$ cat src/rtl/syscall_unit_pkg.sv
// Shared CPU definitions for the SYSCALL service unit: FSM encoding, syscall codes,
// ASCII constants and a nibble selector used by the hex printer.
package cpu_defs;

    localparam logic [2:0] ST_IDLE   = 3'd0;
    localparam logic [2:0] ST_HEX    = 3'd1;
    localparam logic [2:0] ST_CHAR   = 3'd2;
    localparam logic [2:0] ST_DONE   = 3'd3;
    localparam logic [2:0] ST_HALTED = 3'd4;

    localparam logic [31:0] CODE_EXIT       = 32'd10;
    localparam logic [31:0] CODE_PRINT_CHAR = 32'd11;
    localparam logic [31:0] CODE_PRINT_HEX  = 32'd34;

    localparam logic [7:0] ASCII_ZERO       = 8'h30;
    localparam logic [7:0] ASCII_HEX_A_BIAS = 8'h57;
    localparam logic [7:0] ASCII_NEWLINE    = 8'h0A;

    // Index 0 is the most significant nibble; indices past 7 have no digit.
    function automatic logic [3:0] nibble_at(input logic [31:0] word, input logic [3:0] idx);
        case (idx)
            4'd0:    return word[31:28];
            4'd1:    return word[27:24];
            4'd2:    return word[23:20];
            4'd3:    return word[19:16];
            4'd4:    return word[15:12];
            4'd5:    return word[11:8];
            4'd6:    return word[7:4];
            4'd7:    return word[3:0];
            default: return 4'h0;
        endcase
    endfunction

endpackage

$ cat src/rtl/syscall_unit_hex2ascii.sv
// Combinational conversion of one 4-bit value to its lowercase ASCII hex digit.
module hex2ascii
    import cpu_defs::*;
(
    input  logic [3:0] nibble_i,
    output logic [7:0] ascii_o
);

    // Digits 0-9 map from '0', digits a-f map from 'a' minus ten.
    always_comb begin
        if (nibble_i < 4'd10) begin
            ascii_o = ASCII_ZERO + {4'h0, nibble_i};
        end else begin
            ascii_o = ASCII_HEX_A_BIAS + {4'h0, nibble_i};
        end
    end

endmodule

$ cat src/rtl/syscall_unit.sv
// SYSCALL service unit: decodes $v0, streams console bytes over valid/ready while
// stalling the front end, counts accepted syscalls and halts the core on exit.
module syscall_unit
    import cpu_defs::*;
#(
    parameter logic HEX_NEWLINE = 1'b1
) (
    input  logic        clk,
    input  logic        rst,
    input  logic        syscall_valid,
    input  logic [31:0] v0_data,
    input  logic [31:0] a0_data,
    input  logic [31:0] pc,
    input  logic        out_ready,
    output logic        out_valid,
    output logic [7:0]  out_data,
    output logic        stall,
    output logic        halt,
    output logic        bad_syscall,
    output logic [15:0] syscall_count
);

    localparam logic [3:0] LAST_IDX = HEX_NEWLINE ? 4'd8 : 4'd7;

    logic [2:0]  state_q, state_d;
    logic [3:0]  cnt_q, cnt_d;
    logic [31:0] arg_q, arg_d;
    logic [15:0] count_q, count_d;
    logic        out_valid_q, out_valid_d;
    logic [7:0]  out_data_q, out_data_d;
    logic        halt_q, halt_d;
    logic        bad_q, bad_d;
    logic        stall_s;
    logic [3:0]  nib_s;
    logic [7:0]  ascii_s;
    logic [3:0]  cnt_nxt_s;
    logic        unused_pc_s;

    // The trace address is not needed by the datapath.
    assign unused_pc_s = ^pc;
    assign cnt_nxt_s   = cnt_q + 4'd1;

    hex2ascii u_hex2ascii (
        .nibble_i (nib_s),
        .ascii_o  (ascii_s)
    );

    // Next-state, byte preload and combinational stall decode.
    always_comb begin
        state_d     = state_q;
        cnt_d       = cnt_q;
        arg_d       = arg_q;
        count_d     = count_q;
        out_valid_d = out_valid_q;
        out_data_d  = out_data_q;
        halt_d      = halt_q;
        bad_d       = 1'b0;
        stall_s     = 1'b0;
        nib_s       = 4'h0;
        case (state_q)
            ST_IDLE: begin
                if (syscall_valid) begin
                    arg_d   = a0_data;
                    count_d = count_q + 16'd1;
                    case (v0_data)
                        CODE_PRINT_HEX: begin
                            state_d     = ST_HEX;
                            cnt_d       = 4'd0;
                            nib_s       = a0_data[31:28];
                            out_valid_d = 1'b1;
                            out_data_d  = ascii_s;
                            stall_s     = 1'b1;
                        end
                        CODE_PRINT_CHAR: begin
                            state_d     = ST_CHAR;
                            out_valid_d = 1'b1;
                            out_data_d  = a0_data[7:0];
                            stall_s     = 1'b1;
                        end
                        CODE_EXIT: begin
                            state_d = ST_HALTED;
                            halt_d  = 1'b1;
                            stall_s = 1'b1;
                        end
                        default: begin
                            bad_d = 1'b1;
                        end
                    endcase
                end else begin
                    state_d = ST_IDLE;
                end
            end
            ST_HEX: begin
                stall_s = 1'b1;
                // Preload the following byte so out_data changes only on a handshake.
                if (out_ready) begin
                    if (cnt_q == LAST_IDX) begin
                        state_d     = ST_DONE;
                        out_valid_d = 1'b0;
                        out_data_d  = 8'h00;
                    end else begin
                        cnt_d = cnt_nxt_s;
                        nib_s = nibble_at(arg_q, cnt_nxt_s);
                        if (cnt_nxt_s == 4'd8) begin
                            out_data_d = ASCII_NEWLINE;
                        end else begin
                            out_data_d = ascii_s;
                        end
                    end
                end else begin
                    state_d = ST_HEX;
                end
            end
            ST_CHAR: begin
                stall_s = 1'b1;
                if (out_ready) begin
                    state_d     = ST_DONE;
                    out_valid_d = 1'b0;
                    out_data_d  = 8'h00;
                end else begin
                    state_d = ST_CHAR;
                end
            end
            ST_DONE: begin
                state_d = ST_IDLE;
            end
            ST_HALTED: begin
                stall_s = 1'b1;
            end
            default: begin
                state_d     = ST_IDLE;
                out_valid_d = 1'b0;
                out_data_d  = 8'h00;
            end
        endcase
    end

    // State and output registers; reset aborts any transfer in progress.
    always_ff @(posedge clk or negedge rst) begin
        if (!rst) begin
            state_q     <= ST_IDLE;
            cnt_q       <= 4'd0;
            arg_q       <= 32'h0000_0000;
            count_q     <= 16'h0000;
            out_valid_q <= 1'b0;
            out_data_q  <= 8'h00;
            halt_q      <= 1'b0;
            bad_q       <= 1'b0;
        end else begin
            state_q     <= state_d;
            cnt_q       <= cnt_d;
            arg_q       <= arg_d;
            count_q     <= count_d;
            out_valid_q <= out_valid_d;
            out_data_q  <= out_data_d;
            halt_q      <= halt_d;
            bad_q       <= bad_d;
        end
    end

    assign out_valid     = out_valid_q;
    assign out_data      = out_data_q;
    assign stall         = stall_s;
    assign halt          = halt_q;
    assign bad_syscall   = bad_q;
    assign syscall_count = count_q;

endmodule

$ cat config.mk
export PLATFORM = sky130hd
export DESIGN_NAME = syscall_unit
export DESIGN_NICKNAME = d
export VERILOG_FILES = /design/src/rtl/syscall_unit_pkg.sv /design/src/rtl/syscall_unit_hex2ascii.sv /design/src/rtl/syscall_unit.sv
export SDC_FILE = /design/constraint.sdc
export NUM_CORES = 1
export LEC_CHECK = 0
export CAP_MARGIN = 20
export CORE_UTILIZATION = 41
export DETAILED_ROUTE_END_ITERATION = 16
export PLACE_DENSITY = 0.77
export SLEW_MARGIN = 15
export SYNTH_ARGS = -nofsm -noshare
export SYNTH_HDL_FRONTEND = slang
export SYNTH_SLANG_ARGS = --single-unit
$ cat constraint.sdc
create_clock -name clk -period 2.7 [get_ports clk]
set_input_delay 0.54 -clock clk [delete_from_list [all_inputs] [get_ports clk]]
set_output_delay 0.54 -clock clk [all_outputs]
set_load 0.05 [all_outputs]
==> results of run 1 <==
critical path, cell delays in order (launching register included):
cell and delay, ps:
dfrtp_2 520, inv_2 90, ha_2 230, or4_4 500, and3_1 210, a32o_1 240
inv_1 60, ha_2 170, inv_2 40, or4b_1 470, nand4_1 100
flip-flops by register name, indices dropped and copies added (netlist names):
register,cells
syscall_count,16
cnt_q,4
bad_syscall,1
out_data,8
arg_q,32
out_valid,1
halt,1
state_q,3
kinds of logic (layout without fill, tap and decap cells):
kind of cell               count (synthesis)  count (layout)  synth area share, %
buffers and inverters                     33             176                 3.87
adders and majority gates                  8               8                 2.77
and+or+nand+nor                          209             209                 26.5
AOI/OAI and AO/OA                         80              80                 15.6
DFF                                       66              66                 45.7
muxes                                      6               6                 1.80
xor gates and xnor gates                  16              16                 3.87
synthesized netlist by cell type (3+ instances only):
cell / instances
nand3_1: 14
nor3_1: 6
nand4_1: 8
xor2_1: 4
nand2_1: 122
nor4_1: 6
inv_1: 10
or3_1: 3
o22ai_1: 3
nor2_1: 20
o21ai_1: 8
a21oi_1: 13
a221oi_1: 4
o21ai_0: 11
xnor2_1: 12
or2_1: 3
a22o_1: 4
clkbuf_1: 17
a31oi_1: 4
dfrtp_1: 66
o211ai_1: 5
a222oi_1: 3
mux2_1: 4
and3_1: 8
nand2b_1: 3
a22oi_1: 9
a221o_1: 3
ha_1: 8
worst paths after layout:
check                                  start           endpoint  depth (start not counted)
max                                 cnt_q[1]        out_data[2]                         10
min                                      rst          out_valid                          1
max reg2reg                         cnt_q[1]        out_data[2]                         10
min reg2reg                syscall_count[15]  syscall_count[15]                          1
max in group asynchronous                rst           arg_q[0]                          2
min in group clk           syscall_count[15]  syscall_count[15]                          1
cell type report:
cell class                 instances  area, um^2  share of cell area (%)
inverter                          12        47.5                   0.881
clock inverter                     7        76.3                    1.41
clock buffer                       9         124                    2.30
tap                              105         131                    2.44
sequential                        66        1650                    30.7
multi-input combinational        319        1970                    36.5
timing repair buffer             148        1390                    25.8
stage by stage:
step                      power, mW  worst slack (ps)  instance area (um^2)  instances  TNS (ps)
after floorplan                1.01              14.4                  3620        418         0
after global placement         1.14              -223                  4900        636     -1120
after detailed placement       1.15              -253                  4900        636     -1570
after CTS                      1.99              4.73                  5230        663         0
after global routing           2.05             -66.9                  5400        666      -157
final                          1.98              13.3                  5400        666         0
what timing repair did:
action,in CTS,in global routing
resized for setup,21,36
pin swaps,8,26
cloned,0,0
setup buffers,11,3
endpoints found under the setup margin,3,7
hold buffers,0,0
power groups by stage:
stage	sequential [mW]	combinational [mW]	clock, mW
6_report	0.987	0.139	0.853
5_1_grt	0.987	0.149	0.918
4_1_cts	0.987	0.137	0.865
3_5_place_dp	1.01	0.138	0
3_3_place_gp	1.01	0.135	0
2_1_floorplan	1.01	0.00696	0
metal layers:
metal  global-route usage [%]  up-vias
met2                     41.3      138
met3                     5.21       27
met1                     28.7     1758
met5                        0        -
li1                         -     1739
met4                     11.3        0
==> run summary, run 1 <==
CP arrival: 2980 ps
Sw Share: 23.9%
Final wirelength: 10500 um
Crit-path max FO: 7
First-pass GRT wire length: 16700 um
Ys async rst share: 100%
Max Cap Viol: 0
Top Ports: 128
Register area share after synthesis: 45.7%
# fillers: 674
Cell Pwr Density: 367 nW/um^2
Port Buf Inserts: 95
Die Y: 95.9 um
CP Launch Type: register
Core Rows: 33
Routed wire length on met3: 472 um
Post-route minimum period: 2690 ps
Tot GR Track Use: 24.1%
Flops & latches, synth: 66
Vias: 3662
N_diodes: 0
Most frequent cells in the layout: nand2_1 (122), clkdlybuf4s50_1 (70), dfrtp_1 (64)
Static leakage: 2.63 nW
Flop2flop setup slack: 10 ps
DR vias/cell: 5.50
H-tree levels: 3
Num Clock Sinks: 66
Commonest non-fill, non-tap cell in the layout: nand2_1
CTS tree: yes
P_sw: 0.474 mW
Clock Root Buffer: clkbuf_8
Drt wl/cell: 15.8 um
Largest net degree at the start of global routing: 33
Rel. slew slack: 65.2%
Clock-pin slew on the worst setup and hold paths: 80 ps
Fin crit share: 99.5%
Antenna Violating Nets Remaining: 0
Highest routed metal layer: met4
Final hold vios: 0
Met2 WL: 5260 um
Hold Path Class: input pin to async pin
Nets: 664
Fin util: 64.4%
Status: completed
Synth warnings: 0
Post-Synthesis Cells: 418
Initial antenna violation count: 0
Core area: 8380 um^2
Register share of total power: 49.9%
P_int: 1.51 mW
Clock buffer depth: 2
GR Overflow Total: 0
Layout cells sized above 1: 18.5%
CTS Buf Count: 9
Worst skew pair latency: 360 ps
Post-DP HPWL: 7550 um
EDFF count, synth: 0
RSZ-0062 raised after global routing: true
Setup violators final: 0
Routability cong.: 0.903
Maximum clock frequency: 0.372 GHz
Mapped Nets: 526
Synth area leaders: dfrtp_1 (46%), nand2_1 (13%), xnor2_1 (2.9%), ha_1 (2.8%), nor2_1 (2.1%)
Req. time, crit path: 2990 ps
Area fraction of the dominant cell type after synthesis: 45.7%
VDD IR-drop max: 0.000303 V
DRC Markers: 0
Logic pwr share: 7.0%
Largest area contributor in the netlist: dfrtp_1
Number of max-slew violations in the final report: 0
Starting DRT DRC Count: 223
Initial core utilization: 43.2%
Synth cell types: 57
Worst Setup End Kind: register
Hold slack: 151 ps
Primary FF master, synth: dfrtp_1
WS Path Type: register to register
Mean Syn Cell Area: 8.65 um^2
Clk_skew: 6.01 ps
Die X-Extent: 95.9 um
Drt first pass iters: 7
Mapped cell area: 3620 um^2
Part of the power in the clock network: 43.1%
P&R area growth vs syn: 49.2%
Die ar.: 9200 um^2
Vias in the first global route: 3550
Least-Margin Pin Slew: 522 ps
Wire length on met1: 4510 um
Power figures use the tool's default switching activity.
==> run 2, diff against run 1 <==
- CELL_PAD_IN_SITES_DETAIL_PLACEMENT: default -> 1
- CELL_PAD_IN_SITES_GLOBAL_PLACEMENT: default -> 2
- CORE_UTILIZATION: 41 -> 23
- PLACE_DENSITY: 0.77 -> default
- PLACE_DENSITY_LB_ADDON: default -> 0.1
==> run 2 against run 1 <==
Net effect: sequential share of layout area shrank 1.7 points; final area rose by 5.7%; hold slack improved by 76 ps; via count decreased by 3.0%; setup slack better by 0.57 ps; clock power rose by 52%; critical path depth stayed put; clock skew up 2.2 ps; critical path type unchanged.
==> run summary, run 2 (synthesis gave the netlist of run 1 again) <==
Status: completed
DR vias/cell: 4.59 (-16%)
WS Path Type: register to register
# fillers: 1780 (+160%)
Vias in the first global route: 3786 (+6.6%)
GR Overflow Total: 0 (unchanged)
Flop2flop setup slack: 10 ps (about the same)
Num Clock Sinks: 66 (unchanged)
CP arrival: 2960 ps (-20 ps)
Most frequent cells in the layout: nand2_1 (122), clkdlybuf4s50_1 (70), dfrtp_1 (64)
Commonest non-fill, non-tap cell in the layout: nand2_1
DRC Markers: 0 (unchanged)
Multi-input logic area: 1980 um^2 (+0.70%)
Layout cells sized above 1: 19.2% (+0.68 points)
Die ar.: 16200 um^2 (+76%)
Rel. slew slack: 54.5% (-11 points)
Clock buffer depth: 2 (unchanged)
Drt wl/cell: 16.1 um (+2.1%)
Largest net degree at the start of global routing: 36 (+9.1%)
Worst Setup End Kind: register
N_diodes: 0 (unchanged)
Setup TNS: 0 ps (unchanged)
Post-route minimum period: 2690 ps (-0.572 ps)
Antenna Violating Nets Remaining: 0 (unchanged)
Clock Root Buffer: clkbuf_16
Hold slack: 227 ps (+76.0 ps)
CTS Hold Bufs: 0 (unchanged)
Tot GR Track Use: 16.5% (-7.6 points)
Static leakage: 2.68 nW (+2.0%)
Final hold vios: 0 (unchanged)
Pre-CTS setup slack: -274 ps (-21.3 ps)
Core Rows: 45 (+36%)
Post-DP HPWL: 9690 um (+28%)
VDD IR-drop max: 0.000291 V (-4.0%)
Crit-path max FO: 6 (-1)
Non-Filler Instances: 773 (+16%)
Hold Path Class: input pin to async pin
Top Ports: 128 (unchanged)
CTS tree: yes
Max Cap Viol: 0 (unchanged)
Port Buf Inserts: 95 (unchanged)
Drt first pass iters: 4 (-3)
FF-to-FF path depth: 10 (unchanged)
Core area: 15300 um^2 (+82%)
Placed insts: 752 (+18%)
Fin crit share: 99.5% (about the same)
Crit path to: out_data[2]
Req. time, crit path: 2970 ps (-20 ps)
Number of max-slew violations in the final report: 0 (unchanged)
CP Launch Type: register
Starting DRT DRC Count: 96 (-57%)
PnR worst setup slack: 13.8 ps (+0.572 ps)
Seq. cell area: 1650 um^2 (unchanged)
Final wirelength: 12500 um (+19%)
CTS Buf Count: 9 (unchanged)
CP startpoint: cnt_q[0]
Nets: 665 (+0.15%)
First-pass GRT wire length: 20500 um (+23%)
Clk_skew: 8.21 ps (+2.20 ps)
Most flops, register: arg_q
Reg2reg end: out_data[2]
Initial core utilization: 23.7% (-19 points)
Setup violators final: 0 (unchanged)
Initial antenna violation count: 0 (unchanged)
P&R area growth vs syn: 57.7%
Maximum clock frequency: 0.372 GHz (about the same)
Vias: 3551 (-3.0%)
RSZ-0062 raised after global routing: true
Routability cong.: 0.765 (-15%)
Pwr Total: 2.44 mW (+23%)
Die X-Extent: 127 um (+33%)
Least-Margin Pin Slew: 682 ps (+160 ps)
Die Y: 127 um (+33%)
Worst skew pair latency: 340 ps (-20 ps)
Max reg flops: 32 (unchanged)
H-tree levels: 3 (unchanged)
Clock-pin slew on the worst setup and hold paths: 60 ps (-20 ps)
Reg-to-Reg Start: cnt_q[0]
Cell Pwr Density: 427 nW/um^2 (+16%)
run 2: cell count changes in the layout (fill, tap and decap cells not counted), moves of 2 or more:
cell             change
clkbuf_16            +9
clkbuf_8             -7
clkdlybuf4s15_1      +4
dlygate4sd2_1        -4
a221oi_1             +2
a221oi_2             -2
buf_12               +2
ha_2                 -2
ha_4                 +2
inv_6                -2
nor4_1               +2
nor4_2               -2
o21ai_0              -2
run 2: worst max-delay path: stages (launching register included):
cell     delay, ps
dfrtp_2        490
inv_2          110
ha_4           190
or4_4          520
and3_4         200
a32o_2         250
inv_1           60
ha_2           170
inv_2           40
or4b_4         490
nand4_1         80
run 2: how the worst min path moves through the flow:
stage,end,slack [ps]
floorplan,arg_q[0],240
global placement,halt,450
detailed placement,syscall_count[15],460
CTS,out_valid,250
global route,state_q[2],270
finish,halt,230
run 2: per-stage QoR:
step / cell area (um^2) / util [%]
5_1_grt: 5700 / 37.4
3_5_place_dp: 5140 / 33.7
3_3_place_gp: 5140 / 33.7
2_1_floorplan: 3620 / -
6_report: 5700 / 37.4
4_1_cts: 5550 / 36.4
run 2: per-layer routing:
metal | routed length (um) | GRT usage, % | part of all wire (%)
met3 | 428 | 3.52 | 3.4
met1 | 5930 | 21.3 | 48
met2 | 5880 | 26.9 | 47
met4 | 229 | 6.37 | 1.8
met5 | 0 | 0 | 0
run 2: what timing repair did:
item,4_1_cts,5_1_grt
setup buffers,4,1
pin swaps,13,18
endpoints found under the setup margin,4,6
gates resized for setup,21,45
endpoints found under the hold margin,0,0
run 2: cell type report:
class	instances	area share, %
multi-input cells	319	34.8
repair buffers	149	25.0
inverters	12	0.790
clock buffers	12	4.50
well taps	211	4.63
flip-flops and latches	66	29.0
clock inverters	4	1.32
run 2: report_power, final:
group          switching [mW]  internal (mW)  total, mW
logic                  0.0526         0.0907      0.143
clock network           0.444          0.859       1.30
registers                   0          0.990      0.990
==> run 3, diff against run 2 <==
- CELL_PAD_IN_SITES_DETAIL_PLACEMENT: 1 -> 0
- CELL_PAD_IN_SITES_GLOBAL_PLACEMENT: 2 -> 1
- CORE_UTILIZATION: 23 -> 30
==> run 3 against run 2 <==
Net effect: the run now ends with DRC, setup timing left; clock-buffer cell count is 2 lower; non-clock buffer count down 1; largest cell class unchanged; total power shrank 3.4%; first-iteration DRC count is 52% higher; via count is 2.1% lower; highest routed layer unchanged; wire length is 14% lower; cell count fell by 8.9%; register-to-register slack worse by 30 ps; global-route usage up 1.2 points; hold slack got worse by 22 ps.
==> run summary, run 3 (synthesis gave the netlist of run 1 again) <==
Status: finished, violations left
Failing checks: DRC, setup timing
Reg-to-Reg Start: cnt_q[1]
DR vias/cell: 4.94 (+7.5%)
Req. time, crit path: 2160 ps (-810 ps)
First-pass GRT wire length: 17400 um (-15%)
Worst skew pair latency: 330 ps (about the same)
Starting DRT DRC Count: 146 (+52%)
Port Buf Inserts: 95 (unchanged)
Clock buffer depth: 2 (unchanged)
Nets: 664 (-0.15%)
Worst Setup End Kind: output pin
Antenna Violating Nets Remaining: 0 (unchanged)
Final hold vios: 0 (unchanged)
Drt first pass iters: 11 (+7)
Hold Path Class: input pin to async pin
Initial core utilization: 31.3% (+7.6 points)
N_diodes: 0 (unchanged)
Tot GR Track Use: 17.7% (+1.2 points)
Final wirelength: 10800 um (-14%)
Commonest non-fill, non-tap cell in the layout: nand2_1
Largest net degree at the start of global routing: 42 (+17%)
DRC Markers: 4 (+4)
Maximum clock frequency: 0.368 GHz (-1.0%)
Pwr Total: 2.35 mW (-3.4%)
Die ar.: 12500 um^2 (-23%)
Most frequent cells in the layout: nand2_1 (122), clkdlybuf4s50_1 (80), dfrtp_1 (64)
Top Ports: 128 (unchanged)
Worst path max stage delay: 440 ps (-80 ps)
CTS Buf Count: 9 (unchanged)
Drt wl/cell: 15.3 um (-5.3%)
GR Overflow Total: 0 (unchanged)
Non-Filler Instances: 704 (-8.9%)
Crit-path max FO: 2 (-4)
Hold slack: 205 ps (-22.1 ps)
Least-Margin Pin Slew: 562 ps (-120 ps)
Num Clock Sinks: 66 (unchanged)
WS Path Type: input pin to output pin
Placed insts: 683 (-9.2%)
PnR worst setup slack: -14.6 ps (-28.4 ps)
Crit-path slowest cell: clkdlybuf4s50_1
P&R area growth vs syn: 51.2%
Most flops, register: arg_q
Routability cong.: 0.778 (+1.6%)
Setup violators final: 2 (+2)
CP arrival: 2170 ps (-790 ps)
Worst-path cell chain: clkdlybuf4s50_1, nor4b_4, nand4_1, or2_1, a21oi_2, a221o_1, buf_12
Clock-pin slew on the worst setup and hold paths: 60 ps (about the same)
RSZ-0062 raised after global routing: true
Layout cells sized above 1: 17.5% (-1.7 points)
Post-DP HPWL: 8140 um (-16%)
CP startpoint: v0_data[2]
Initial antenna violation count: 0 (unchanged)
Max reg flops: 32 (unchanged)
Core Rows: 39 (-13%)
CTS tree: yes
Rel. slew slack: 62.5% (+8.0 points)
Max Cap Viol: 0 (unchanged)
VDD IR-drop max: 0.000219 V (-24%)
Cell Pwr Density: 430 nW/um^2 (+0.71%)
Number of max-slew violations in the final report: 0 (unchanged)
H-tree levels: 3 (unchanged)
Vias in the first global route: 3382 (-11%)
CP Launch Type: input pin
Static leakage: 2.52 nW (-6.0%)
Fin crit share: 101% (+1.1 points)
Vias: 3477 (-2.1%)
Post-route minimum period: 2710 ps (+28.4 ps)
Fin util: 47.3% (+9.9 points)
Die X-Extent: 112 um (-12%)
Clock Root Buffer: clkbuf_16
Clk_skew: 9.72 ps (+1.51 ps)
Die Y: 112 um (-12%)
Core area: 11600 um^2 (-24%)
run 3: metal layers:
| layer | wire length [um] | vias to the layer above | track usage [%] | share of wire [%] |
|---|---|---|---|---|
| li1 | - | 1745 | - | - |
| met1 | 5210 | 1638 | 24.3 | 48 |
| met2 | 5030 | 86 | 28.4 | 47 |
| met3 | 397 | 8 | 3.16 | 3.7 |
| met4 | 113 | 0 | 5.41 | 1.1 |
| met5 | 0 | - | 0 | 0 |
run 3: critical path, delay by kind of cell:
family,cells,cell delay [ps]
and+or+nand+nor,3,690
buffers and inverters,2,590
AOI/OAI and AO/OA,2,360
run 3: timing repair:
item,4_1_cts,5_1_grt
hold buffers,0,0
endpoints found under the setup margin,2,3
pin swaps,17,2
setup buffers,3,2
resized for setup,33,6
run 3: final timing paths:
path	slack, ps	to	cells after the start
max in group asynchronous	1990	cnt_q[0]	2
min in group clk	470	syscall_count[15]	1
min	200	state_q[2]	2
min reg2reg	470	syscall_count[15]	1
max reg2reg	-10	out_data[2]	11
max	-10	stall	7
run 3: per-stage QoR:
stage	area, um^2	setup TNS [ps]	setup WS [ps]
after floorplan	3620	0	14.4
after global placement	5020	-1030	-223
after detailed placement	5020	-1350	-250
after CTS	5430	0	7.01
after global routing	5470	-264	-99.6
final	5470	-22.9	-14.6
run 3: power by group:
group          leakage (nW)  switching (mW)  internal, mW
Clock                 0.155           0.473         0.753
Combinational          1.45          0.0501        0.0867
Sequential            0.909               0         0.989
Total                  2.52           0.523          1.83
run 3: cell type report:
cell class | instances | area (um^2)
Multi-Input combinational cell | 319 | 1940
Sequential cell | 66 | 1650
Inverter | 12 | 45.0
Timing Repair Buffer | 148 | 1340
Clock buffer | 10 | 239
Tap cell | 143 | 179
Clock inverter | 6 | 72.6
Fill cell | 1150 | 6100
